[src/rtl/regfile.sv]
// regfile: 32x32 register file, $0 hardwired to zero, write-back bypass, post-reset clear sequencer.
module regfile #(
  parameter int DATA_W = 32,
  parameter int ADDR_W = 5,
  parameter int NREG   = 32
) (
  input  logic              clk,
  input  logic              rst,
  input  logic              we,
  input  logic [ADDR_W-1:0] waddr,
  input  logic [DATA_W-1:0] wdata,
  input  logic              re1,
  input  logic [ADDR_W-1:0] raddr1,
  output logic [DATA_W-1:0] rdata1,
  input  logic              re2,
  input  logic [ADDR_W-1:0] raddr2,
  output logic [DATA_W-1:0] rdata2,
  output logic              busy_o
);
  typedef enum logic {CLEAR, READY} state_t;
  state_t            r_state;
  logic [ADDR_W-1:0] r_ptr;
  logic [DATA_W-1:0] r_mem [1:NREG-1];
  logic              w_wr;
  assign busy_o = (r_state == CLEAR);
  assign w_wr   = we && (waddr != '0);
  always_ff @(posedge clk)
    if (rst) begin
      r_state <= CLEAR;
      r_ptr   <= ADDR_W'(1);
    end else if (r_state == CLEAR) begin
      r_mem[r_ptr] <= '0;
      if (r_ptr == ADDR_W'(NREG-1)) r_state <= READY;
      else r_ptr <= r_ptr + ADDR_W'(1);
    end else if (w_wr) begin
      r_mem[waddr] <= wdata;
    end
  // Zero gating outranks bypass so $0, reset and the clear window never leak wdata.
  always_comb begin
    rdata1 = (rst || !re1 || raddr1 == '0 || busy_o) ? '0 :
             (we && waddr == raddr1) ? wdata : r_mem[raddr1];
    rdata2 = (rst || !re2 || raddr2 == '0 || busy_o) ? '0 :
             (we && waddr == raddr2) ? wdata : r_mem[raddr2];
  end
endmodule

[config.mk]
export PLATFORM = sky130hd
export DESIGN_NAME = regfile
export DESIGN_NICKNAME = d
export VERILOG_FILES = /design/src/rtl/regfile.sv
export SDC_FILE = /design/constraint.sdc
export NUM_CORES = 1
export LEC_CHECK = 0
export BUFFER_PORTS_ARGS = -buffer_cell sky130_fd_sc_hd__buf_2
export CAP_MARGIN = 10
export CORE_ASPECT_RATIO = 1.2
export CORE_MARGIN = 8
export CORE_UTILIZATION = 53
export DETAILED_ROUTE_END_ITERATION = 10
export GPL_TIMING_DRIVEN = 0
export PLACE_DENSITY = 0.72
export SYNTH_ARGS = -nofsm -noshare
export SYNTH_HDL_FRONTEND = slang
export SYNTH_SLANG_ARGS = --single-unit
[constraint.sdc]
create_clock -name clk -period 3.5 [get_ports clk]
set_input_delay 0.35 -clock clk [delete_from_list [all_inputs] [get_ports clk]]
set_output_delay 0.35 -clock clk [all_outputs]
set_load 0.05 [all_outputs]
# Word level (Yosys, flattened, before mapping)

Memories as Yosys holds them, arrays and structs flattened.
Index checks and enable logic that the tools add are counted.

Add/sub/neg operators: 1
Equal/unequal tests: 3
Muxes and demuxes: 16
Bitwise operators: 2
Reduce and logical (&&, ||, !) cells: 16

Operators with widths:

| cell                  | number |
|---|---|
| $mux W32              | 5 |
| $reduce_or A32 Y1     | 1 |
| $eq A5 B5 Y1          | 2 |
| $logic_not A5 Y1      | 2 |
| $mux W1               | 10 |
| $logic_or A1 B1 Y1    | 6 |
| $add A5 B1 Y5 const B | 1 |
| $eq A5 B5 Y1 const B  | 1 |
| $mux W5               | 1 |
| $reduce_bool A5 Y1    | 1 |
| $logic_and A1 B1 Y1   | 3 |
| $logic_not A1 Y1      | 2 |
| $not A1 Y1            | 2 |
| $reduce_and A2 Y1     | 1 |

Bits in registers: 6
RAM bits: 992
Bits of input ports: 52
Output and inout bits: 65
Word-level logic and storage cells: 41
Memories kept: 1

Memory list:

| memory | words | bits a word | read ports | clocked after memory_dff | write ports | RTL line | source |
|---|---|---|---|---|---|---|---|
| r_mem  | 31    | 32          | 2          | 0                        | 1           | 23       | `logic [DATA_W-1:0] r_mem [1:NREG-1];` |

# Longest topological paths before layout

Word-level depth: 8
Depth in mapped cells: 10
Mapped depth without buffers: 7

# Worst setup path before layout

No wires, ideal clock.

Path type: input -> register
Start point: input waddr[0]
End point: memory r_mem[10][0] (enable)
Library setup time: 0.421 ns
Data arrival time: 3.109 ns
Data required time: 3.079 ns
Slack: -0.030 ns
Cell stages on the path: 7
Path buffers: 2
Path through: clkbuf_1 or4_1 o21a_1 buf_2 nor3_1 a31oi_2 nor2_1

Longest elaborated chain between the ends: 8
Elaborated cells between the ends (all ways): 9
Classes of those cells: mux: 6; reduce/logical: 3

Ends and longest elaborated chain:

| what                                                       | RTL line | source |
|---|---|---|
| start, declared                                            | 10       | `input logic [ADDR_W-1:0] waddr,` |
| $reduce_bool A5 Y1                                         | 26       | `assign w_wr = we && (waddr != '0);` |
| $logic_and A1 B1 Y1                                        | 26       |  |
| $mux W1                                                    | 35       | `end else if (w_wr) begin` |
| $mux W1                                                    | 31       | `end else if (r_state == CLEAR) begin` |
| $mux W1                                                    | 28       | `if (rst) begin` |
| $mux W1 (not written as such)                              | 36       | `r_mem[waddr] <= wdata;` |
| $reduce_or A32 Y1 (no source line)                         | n/a      |  |
| $mux W5 (no source line) / $mux W1 (equally long branches) | n/a      |  |
| end, declared                                              | 23       |  |

Several ways; a longest one is shown, not always the timed one.

# Final worst setup path

Start point: input raddr1[4]
End point: output rdata1[25]

Longest elaborated chain between the ends: 4
Elaborated cells between the ends (all ways): 8
Classes of those cells: eq/ne: 1; mux: 2; reduce/logical: 4; memory: 1

Ends and longest elaborated chain:

| what                                                                    | RTL line | source |
|---|---|---|
| start, declared                                                         | 13       | `input logic [ADDR_W-1:0] raddr1,` |
| parallel branches: the longest is 3 deep, another holds $mem_v2 Z31 W32 | n/a      |  |
| $mux W32 *                                                              | 40       | `rdata1 = (rst \|\| !re1 \|\| raddr1 == '0 \|\| busy_o) ? '0 :` |
| end, declared                                                           | 14       | `output logic [DATA_W-1:0] rdata1,` |

Mark *: on every way between the ends.

==> impl_results.md <==
- R2r endpoint: r_mem[15][5]
- Startpoint types: input port
- Max_slew headroom: between 10% and 20%
- Worst vdd ir: 0.322 mV
- 1st-iter DRT viols: around 5,600
- Num CTS Buffers: 95
- Htree depth: 3
- WP data required: between 3 and 4 ns
- CTS tree: built
- Overflow after GRT: 0
- Crit path cell chain: clkbuf_1, nor2_1, clkbuf_1, a22oi_1, nand3_1, a22o_1, buf_2
- Skew final: roughly 0.022 ns
- Pins Over Slew Limit: 0
- Mapped Area: around 47,000 µm²
- Hold slack final: between 0.07 and 0.08 ns
- Critical-path maximum fanout: 10
- Arr. time, crit path: between 3 and 4 ns
- Final setup fails: 26
- Worst setup EP type: output pin
- Gr usage total: around a third
- Buf/Inv on CP: 3
- Slew @ Worst Pin: ~1.3 ns
- Rows: between 100 and 150
- Yosys warning count: 0
- Clk root buf: clkbuf_16
- Tmin final: approximately 3.7 ns
- ANT nets after route: 0
- Die X-Extent: about 290 µm
- Die area: a little under 100,000 µm²
- Vias in the first global route: 31,200
- Detailed-route wire length: ~170 mm
- Ys async rst share: 0%
- Worst R2R Start: r_state
- Chip Height: 342 µm
- Fin crit share: 105%
- Via-per-instance ratio: roughly 8
- Sequential cell area fraction in the yosys report: between 60% and 70%
- R2R depth: 7
- # IOs: between 100 and 150
- Initial antenna violation count: 7
- Clk_lat worst skew: 0.69 ns
- # DRC: 0
- Synth top area cells: edfxtp_1 63%, mux4_2 19%, mux2i_1 3.7%, a211oi_1 2.0%, a22oi_1 1.3%
- Net count reported at finish: 2,886
- Largest net degree at the start of global routing: 32
- Synth top area share: 63.4%
- Area grow syn2layout: 14.3%
- Syn Nets: ~2,600
- Worst setup path start: raddr1[4]
- TNS Setup: -1.50 ns
- Avg Synthesized Cell Area: about 18 µm²
- Clock Pin Slew Worst Setup and Hold Paths: ~0.060 ns
- Synth Register Bits: 998
- Yosys top cell by area: edfxtp_1
- Worst Setup EP: rdata1[25]
- Crit. path cell count: 7
- P per Cell Area: 470 nW/µm²
- Netlist cell types: 58
- Via count: 31,700
- Cells after synthesis: between 2,000 and 3,000
- Clk sinks: between 900 and 1,000
- Global-route wire length before repair: around 240 mm
- PortBufs: 107
- Final setup slack of the worst path: -0.167 ns
- Post-DP Area: 49,900 µm²
- Pre-antenna DRT Iters: 8
- Top FF cell, synth: edfxtp_1
- Fin area: 53,700 µm²
- Layout cells sized above 1: about 34%
- CTS max path bufs: 3
- Worst path slowest cell: clkbuf_1
- Hold Vio Cnt, Final: 0
- Failing checks: negative setup slack
- CP delay by family, top: buffers and inverters
- Global placement routability congestion: ~0.96
- Status: complete, but fails checks
- Number of enable flip-flop cells after synthesis: just under 1,000
- Fmax: about 270 MHz
- Wirelength per Cell: around 43 µm
- R2R setup slack: about 0.03 ns
- Min-Delay Path Class: in2reg
- Dpl ws: -0.919 ns
- Pleak: 0.0160 µW
- Core box area: 87,800 µm²
- Max Cap Viol: 0
- Effective utilization at floorplan: 53.5%
- CP dominant cell by count: clkbuf_1
- Worst Setup Path Type: in2out
- Max incr delay on CP: slightly above 0.9 ns
- Dpl hpwl: approximately 120 mm
## flip-flops by register name, indices dropped and copies added, names as in the netlist
register  count
r_mem       992
r_ptr         5
r_state       1
## where the power goes
group	leakage (µW)	switching, µW	internal, µW
logic	0.00687	1390	699
registers	0.00771	59.5	13100
clock network	0.00142	4600	5420
## cells in the final DEF (no fill, tap or decap), drive strengths merged, types with 21 or more instances in the layout
| master | Yosys | final |
|---|---|---|
| o221ai | 35 | 35 |
| a22oi | 83 | 83 |
| edfxtp | 992 | 992 |
| nand3 | 35 | 35 |
| nor2 | 107 | 107 |
| a21oi | 62 | 62 |
| and2 | 35 | 35 |
| clkinv | 0 | 41 |
| buf | 111 | 267 |
| a22o | 66 | 66 |
| nand2 | 22 | 22 |
| nor3 | 21 | 21 |
| a21o | 32 | 32 |
| a211oi | 130 | 130 |
| mux2i | 176 | 176 |
| mux4 | 394 | 394 |
| clkbuf | 109 | 230 |
| o22ai | 32 | 32 |
## kinds of logic (layout without fill, tap and decap cells)
family	Yosys count	count (layout)	synth area share, %
DFF	998	998	63.6
muxes	577	577	22.8
AOI/OAI and AO/OA	492	492	7.91
and+or+nand+nor	264	264	2.74
buffers and inverters	225	556	2.64
xor gates and xnor gates	13	13	0.242
adders and majority gates	2	2	0.0532
other	0	4	0
## synth_stat cells (all sizes together), types with 2 or more instances
master	number
a311oi	7
and3	3
dfxtp	6
nand2b	11
o21ai	5
buf	111
a211oi	130
or2	6
a22o	66
ha	2
nor2b	7
nor2	107
mux4	394
clkbuf	109
a31oi	6
edfxtp	992
nor3b	6
nand3b	3
nand2	22
and2	35
o211ai	2
o221ai	35
a221oi	19
mux2i	176
o32ai	7
nand3	35
a22oi	83
inv	5
xnor2	11
o22ai	32
nand4	3
mux2	7
a41oi	2
a21oi	62
nor3	21
xor2	2
a21o	32
or3b	2
## routing by layer
layer / up-vias / share of wire [%] / track usage (%)
li1: 11600 / - / -
met1: 16000 / 31 / 40.2
met5: - / 0.014 / 0
met4: 4 / 9.1 / 25.5
met2: 3219 / 45 / 52.3
met3: 851 / 15 / 13.2
## layout make-up
| class | count | area, µm² |
|---|---|---|
| Fill cell | 6152 | 34100 |
| Sequential cell | 998 | 29900 |
| Multi-Input combinational cell | 1348 | 16600 |
| Clock buffer | 114 | 2490 |
| Timing Repair Buffer | 167 | 1510 |
| Tap cell | 1149 | 1440 |
| Buffer | 217 | 1400 |
| Clock inverter | 53 | 385 |
| Inverter | 5 | 18.8 |
| Antenna cell | 4 | 10.0 |
## how the worst min path moves through the flow
| stage | from | to | slack (ns) | cells past startpoint |
|---|---|---|---|---|
| 2_1_floorplan | r_ptr[4] | r_ptr[4] | 0.51 | 2 |
| 3_3_place_gp | r_ptr[1] | r_ptr[1] | 0.55 | 2 |
| 3_5_place_dp | r_ptr[1] | r_ptr[1] | 0.57 | 2 |
| 4_1_cts | rst | r_state | 0.04 | 2 |
| 5_1_grt | rst | r_state | 0.11 | 2 |
| 6_report | rst | r_state | 0.08 | 2 |
## metrics by stage
stage | std cells | utilization (%) | total power, µW
CTS | 4038 | 60.7 | 25000
detailed placement | 3860 | 56.8 | 15300
floorplan | 2571 | - | 14500
global route | 4051 | 61.1 | 25500
finish | 4055 | 61.2 | 25200
global placement | 3827 | 55.8 | 15200
## worst reg2reg max path, delay by kind of cell (launching register included)
| kind | cells | cell delay, ns |
|---|---|---|
| AND/OR/NAND/NOR | 2 | 1.01 |
| buffers and inverters | 3 | 0.90 |
| AO/OA/AOI/OAI | 2 | 0.74 |
| flip-flops | 1 | 0.49 |
## what timing repair did
item | in CTS | in global routing
pin swaps | 3 | 11
hold buffers | 0 | 0
setup buffers | 12 | 14
gates resized for setup | 137 | 97
endpoints found under the setup margin | 374 | 585
(Power assumes the default switching activity.)
